<file path="src/rtl/ks_64bit.sv">
// 64-bit Kogge-Stone adder, registered sum and carry vector.
// Optional KS64_PIPELINE_EN adds a register stage after prefix level 3.
module ks_64bit (
    input  logic        clk,
    input  logic        rst_n,
    input  logic        in_valid,
    input  logic [63:0] a,
    input  logic [63:0] b,
    input  logic        cin,
    output logic [64:0] s,
    output logic [63:0] c,
    output logic        out_valid
);

    // One prefix level: G=Gh|(Ph&Gl), P=Ph&Pl; bits below span pass through.
    function automatic logic [127:0] ks_lvl(
        input logic [63:0] g,
        input logic [63:0] p,
        input int          span
    );
        logic [63:0] lo;
        logic [63:0] gn;
        logic [63:0] pn;
        lo = (64'd1 << span) - 64'd1;
        gn = g | (p & (g << span));
        pn = p & ((p << span) | lo);
        return {gn, pn};
    endfunction

    logic [63:0] p0;
    logic [63:0] g0;
    logic [63:0] g1, p1, g2, p2, g3, p3;
    logic [63:0] g4, p4, g5, p5, g6, p6;
    logic [63:0] gb, pb, pvb;
    logic        cinb;
    logic        vb;
    logic [64:0] s_nxt;

    // cin enters as the bit -1 generate, absorbed into bit 0
    always_comb begin
        p0    = a ^ b;
        g0    = a & b;
        g0[0] = (a[0] & b[0]) | (p0[0] & cin);
    end

    assign {g1, p1} = ks_lvl(g0, p0, 1);
    assign {g2, p2} = ks_lvl(g1, p1, 2);
    assign {g3, p3} = ks_lvl(g2, p2, 4);

`ifdef KS64_PIPELINE_EN
    always_ff @(posedge clk or negedge rst_n) begin
        if (!rst_n) begin
            gb   <= '0;
            pb   <= '0;
            pvb  <= '0;
            cinb <= 1'b0;
            vb   <= 1'b0;
        end else begin
            gb   <= g3;
            pb   <= p3;
            pvb  <= p0;
            cinb <= cin;
            vb   <= in_valid;
        end
    end
`else
    always_comb begin
        gb   = g3;
        pb   = p3;
        pvb  = p0;
        cinb = cin;
        vb   = in_valid;
    end
`endif

    assign {g4, p4} = ks_lvl(gb, pb, 8);
    assign {g5, p5} = ks_lvl(g4, p4, 16);
    assign {g6, p6} = ks_lvl(g5, p5, 32);

    assign s_nxt = {g6[63], pvb ^ {g6[62:0], cinb}};

    always_ff @(posedge clk or negedge rst_n) begin
        if (!rst_n) begin
            s         <= '0;
            c         <= '0;
            out_valid <= 1'b0;
        end else begin
            out_valid <= vb;
            if (vb) begin
                s <= s_nxt;
                c <= g6;
            end
        end
    end

endmodule

</file>
<file path="config.mk">
export PLATFORM = sky130hd
export DESIGN_NAME = ks_64bit
export DESIGN_NICKNAME = d
export VERILOG_FILES = /design/src/rtl/ks_64bit.sv
export SDC_FILE = /design/constraint.sdc
export NUM_CORES = 1
export LEC_CHECK = 0
export CORE_UTILIZATION = 52
export DETAILED_ROUTE_END_ITERATION = 8
export HOLD_SLACK_MARGIN = 0.02
export PLACE_DENSITY = 0.87
export SKIP_CTS_REPAIR_TIMING = 1
export SLEW_MARGIN = 20
export SYNTH_ARGS = -nofsm -noshare
export SYNTH_HDL_FRONTEND = slang
export SYNTH_SLANG_ARGS = --single-unit
</file>
<file path="constraint.sdc">
create_clock -name clk -period 1.87 [get_ports clk]
set_clock_uncertainty 0.05 [all_clocks]
set_input_delay 0.374 -clock clk [delete_from_list [all_inputs] [get_ports clk]]
set_output_delay 0.374 -clock clk [all_outputs]
set_load 0.005 [all_outputs]
</file>
==> reports/metrics.json, run 1 <==
{
  "ys_async_sr_fraction_pct": 100.0,
  "boundaryPins": 262,
  "post-synth-top-count-cell": "sky130_fd_sc_hd__dfrtp_1",
  "synth-seq-cells": 129,
  "placedCellCount": 1678,
  "mappedNetlistArea_sq_mm": 0.008826,
  "yosysWarningCount": 0,
  "syn_inst": 988,
  "clockBufferDepth": 2,
  "floorplan.die.width_um": 132.3,
  "synth_nets": 1185,
  "maximum_number_of_pins_on_one_net_before_global_route_repair": 60,
  "synth_common_cells": "129 x sky130_fd_sc_hd__dfrtp_1, 112 x sky130_fd_sc_hd__a21oi_1, 111 x sky130_fd_sc_hd__nor2_1, 94 x sky130_fd_sc_hd__nand2_1, 63 x sky130_fd_sc_hd__ha_1",
  "yosys.area.top_type_share_pct": 36.57,
  "worst_endpoint_type": "register data pin",
  "clock_tree.root_cell": "sky130_fd_sc_hd__clkbuf_16",
  "postSynth.topFlopCell": "sky130_fd_sc_hd__dfrtp_1",
  "rows": 47,
  "clock_tree.htree_level_count": 4,
  "syn_area_per_cell_sq_um": 8.933,
  "place.detailed.hpwl_um": 26450,
  "grt_worst_setup_endpoint": "s[30]$_DFFE_PN0P_/D",
  "flow.stopped_at": "global routing (5_1_grt)",
  "tritoncts_num_sinks": 129,
  "floorplan.die.height_um": 132.3,
  "initial_core_util_pct": 53.22,
  "synth_seq_area_share_pct": 36.57,
  "run.stop_error": "[ERROR DPL-0038] Utilization greater than 100%, impossible to legalize",
  "synth_area_leader_cell": "sky130_fd_sc_hd__dfrtp_1",
  "synth_cell_type_count": 78,
  "ys_top_cells_by_area": "sky130_fd_sc_hd__dfrtp_1 37%, sky130_fd_sc_hd__ha_1 8.9%, sky130_fd_sc_hd__mux2_2 7.1%",
  "cts_made_buffers": 17,
  "post-place-ws_ps": -1848,
  "result_of_the_run": "did not finish",
  "globalplace.congestion": 0.9570,
  "synth-edff-count": 0,
  "port_buffers": 261
}
## through the flow
stage                     cell area (sq um)  util, %
after floorplan                        9318        -
after global placement                13940    84.09
after detailed placement              13940    84.09
after CTS                             14560    87.78
## kinds of logic after synthesis
family	after synthesis	share of synthesized area [%]
multiplexers	56	7.145
XOR/XNOR	47	4.664
buffers and inverters	81	3.714
flip-flops	129	36.58
adder cells (fa/ha/maj)	65	9.385
AO/OA/AOI/OAI	315	23.50
AND/OR/NAND/NOR	295	15.01
==> inputs of run 2 (changes only) <==
--- a/config.mk
+++ b/config.mk
@@ -5,10 +5,9 @@
 export SDC_FILE = /design/constraint.sdc
 export NUM_CORES = 1
 export LEC_CHECK = 0
-export CORE_UTILIZATION = 52
+export CORE_UTILIZATION = 40
 export DETAILED_ROUTE_END_ITERATION = 8
-export HOLD_SLACK_MARGIN = 0.02
-export PLACE_DENSITY = 0.87
+export PLACE_DENSITY_LB_ADDON = 0.15
 export SKIP_CTS_REPAIR_TIMING = 1
 export SLEW_MARGIN = 20
 export SYNTH_ARGS = -nofsm -noshare
==> reports/metrics.json, run 2 <==
{
  "yosys.area.top_type_share_pct": 36.57,
  "syn_inst": 988,
  "final_common_cell": "sky130_fd_sc_hd__buf_4",
  "synthAdderAreaFrac_pct": 9.385,
  "cts_made_buffers": 17,
  "antenna_violating_nets_post_route": 0,
  "finalCritPeriodShare_pct": 160.9,
  "timing.critical_path.buf_inv": 3,
  "detailroute.via_count": 10110,
  "core_area_sq_mm": 0.02135,
  "ys_async_sr_fraction_pct": 100.0,
  "gr-usage-all-layers_pct": 27.72,
  "mostFrequentLayoutCells": "301 x sky130_fd_sc_hd__buf_4, 181 x sky130_fd_sc_hd__clkdlybuf4s50_1, 129 x sky130_fd_sc_hd__dfrtp_1",
  "rr_endpoint": "s[61]$_DFFE_PN0P_",
  "dominant_delay_contributor_by_cell_family_on_the_critical_path": "compound AO/OA/AOI/OAI gates",
  "syn_area_per_cell_sq_um": 8.933,
  "boundaryPins": 262,
  "critical_path.startpoint_type": "primary input",
  "post_drt_via_cell_ratio": 5.530,
  "detail_route.iter0.violations": 614,
  "stdcell_area_sq_mm": 0.01648,
  "depth_of_the_worst_register_to_register_path": 3,
  "grt-ovfl-total": 0,
  "clock_tree.root_cell": "sky130_fd_sc_hd__clkbuf_16",
  "wl_per_cell_um": 19.08,
  "worst-r2r-setup-slack_ps": 740,
  "finalSetupViolations": 113,
  "synth_nets": 1185,
  "worst_hold_slack_ps": 297.5,
  "initial_core_util_pct": 41.33,
  "maxCapViolations": 0,
  "cp_cell_sequence": "buf_8, inv_8, fa_2, fa_2, nor2b_2, o21ai_2, a31oi_1, buf_4, a221oi_4, o31a_1, o41a_1, o21ai_2, xor2_1, mux2_4",
  "startpoint": "a[0]",
  "clk-insertion-delay-late_ps": 420,
  "vdd.ir_drop.worst_v": 0.0005993,
  "clock_tree.htree_level_count": 4,
  "hold_viol": 0,
  "worst_r2r_startpoint": "s[61]$_DFFE_PN0P_",
  "maximum_number_of_pins_on_one_net_before_global_route_repair": 65,
  "synth_area_leader_cell": "sky130_fd_sc_hd__dfrtp_1",
  "met1Wirelength_um": 14330,
  "tritoncts": "built",
  "cp.arrival_ps": 3280,
  "synth_cell_type_count": 78,
  "fin_crit_ps": 3009,
  "antenna-diode-count": 0,
  "worst-slew-pin-transition_ps": 600.2,
  "leakage_nw": 7.645,
  "place_area_sq_mm": 0.01409,
  "nets": 1737,
  "grt_pass1_wl_um": 48450,
  "power_density_mw_per_mm2": 748.2,
  "cts.reportedPaths.clkPinSlew_ps": 70,
  "clockBufferDepth": 2,
  "area_growth_syn_to_layout_pct": 86.76,
  "final_routed_wirelength_across_all_metal_layers_um": 34880,
  "critical-path-slowest-cell": "sky130_fd_sc_hd__o41a_1",
  "port_buffers": 261,
  "timing_max_transition_violations_final": 0,
  "globalplace.congestion": 0.9023,
  "yosysWarningCount": 0,
  "hold_class": "in2reg",
  "die_area_sq_mm": 0.02266,
  "mappedNetlistArea_sq_mm": 0.008826,
  "met2RoutedLength_um": 17140,
  "ys_top_cells_by_area": "sky130_fd_sc_hd__dfrtp_1 37%, sky130_fd_sc_hd__ha_1 8.9%, sky130_fd_sc_hd__mux2_2 7.1%",
  "synth_seq_area_share_pct": 36.57,
  "synth_common_cells": "129 x sky130_fd_sc_hd__dfrtp_1, 112 x sky130_fd_sc_hd__a21oi_1, 111 x sky130_fd_sc_hd__nor2_1, 94 x sky130_fd_sc_hd__nand2_1, 63 x sky130_fd_sc_hd__ha_1",
  "post_synth_mux_area_share_pct": 7.145,
  "postSynth.topFlopCell": "sky130_fd_sc_hd__dfrtp_1",
  "post-synth-top-count-cell": "sky130_fd_sc_hd__dfrtp_1",
  "detail_route.drc_violations": 0,
  "max_transition_margin_pct": 59.81,
  "grt_setup_unrepaired": "yes",
  "synth-edff-count": 0,
  "yosys.area_share.xor_xnor_pct": 4.664,
  "synth_simple_gate_area_share_pct": 15.01,
  "initial_antenna_violation_count": 0,
  "worst-setup-path-type": "in2reg",
  "drt_first_pass_iters": 5,
  "synth_top_family_by_area": "compound AO/OA/AOI/OAI gates",
  "worst_hold_path.num_cells": 2,
  "cpPeakStageDelay_ps": 440,
  "result_of_the_run": "finished with violations",
  "cp_max_fo": 3,
  "fmaxAchievable_mhz": 332.3,
  "synth_compound_area_share_pct": 23.50,
  "worst_slack_ps": -1139,
  "min_to": "out_valid$_DFF_PN0_",
  "violated_checks": "setup timing",
  "reg.largest.list": "c x64, s x64, out_valid x1",
  "layout-drive-gt1-share_pct": 42.05,
  "rows": 53,
  "maxUsedRoutingLayer": "met4",
  "fillCellCount": 1384,
  "timing.hold.worst.start": "in_valid",
  "cp-end-kind": "register",
  "tritoncts_num_sinks": 129,
  "vias_in_the_first_global_route": 9495,
  "synth-seq-cells": 129,
  "floorplan.die.width_um": 150.5,
  "place.detailed.hpwl_um": 24580,
  "floorplan.die.height_um": 150.5,
  "met3_wirelength_um": 2293,
  "crit_path_required_time_ps": 2140
}
## run 2: where the power goes
part           switching (W)  internal, W
Clock                0.00140      0.00190
Sequential          0.000376      0.00332
Combinational        0.00222      0.00311
Total                0.00400      0.00833
## run 2: kinds of logic after synthesis
logic type / after synthesis
buf+inv: 81
mux: 56
fa+ha+maj: 65
flops: 129
xor+xnor: 47
compound gates: 315
simple gates: 295
## run 2: final cells by class
| type | count | area, sq um | share of cell area [%] |
|---|---|---|---|
| Sequential cell | 129 | 3228 | 19.58 |
| Clock inverter | 12 | 110.1 | 0.6680 |
| Multi-Input combinational cell | 778 | 6899 | 41.86 |
| Clock buffer | 20 | 456.7 | 2.771 |
| Timing Repair Buffer | 588 | 5335 | 32.37 |
| Tap cell | 275 | 344.1 | 2.087 |
| Inverter | 26 | 110.1 | 0.6680 |
## run 2: routing by layer
metal	vias to the layer above	track usage, %
met4	0	9.646
met1	4910	35.48
met3	82	5.333
met5	-	0
met2	429	46.45
li1	4687	-
## run 2: worst max path at each step
stage | slack, ps | endpoint | cells past startpoint
global route | -1300 | s[30]$_DFFE_PN0P_ | 14
global placement | -1780 | s[46]$_DFFE_PN0P_ | 14
detailed placement | -1870 | s[46]$_DFFE_PN0P_ | 14
finish | -1140 | s[30]$_DFFE_PN0P_ | 14
floorplan | -1130 | s[30]$_DFFE_PN0P_ | 12
CTS | -1440 | s[46]$_DFFE_PN0P_ | 14
## run 2: through the flow
stage                     util (%)  TNS (ps)  setup WS (ps)  std cells  total power [W]
after floorplan                  -    -63230          -1128        988         0.005568
after global placement       65.99   -168340          -1775       1740         0.008263
after detailed placement     65.99   -175080          -1871       1740         0.008328
after CTS                    68.65   -120460          -1441       1772          0.01161
after global routing         77.19    -89160          -1295       1828          0.01287
final                        77.19    -78440          -1139       1828          0.01233
Note: power is estimated with default switching activity, not from simulation.
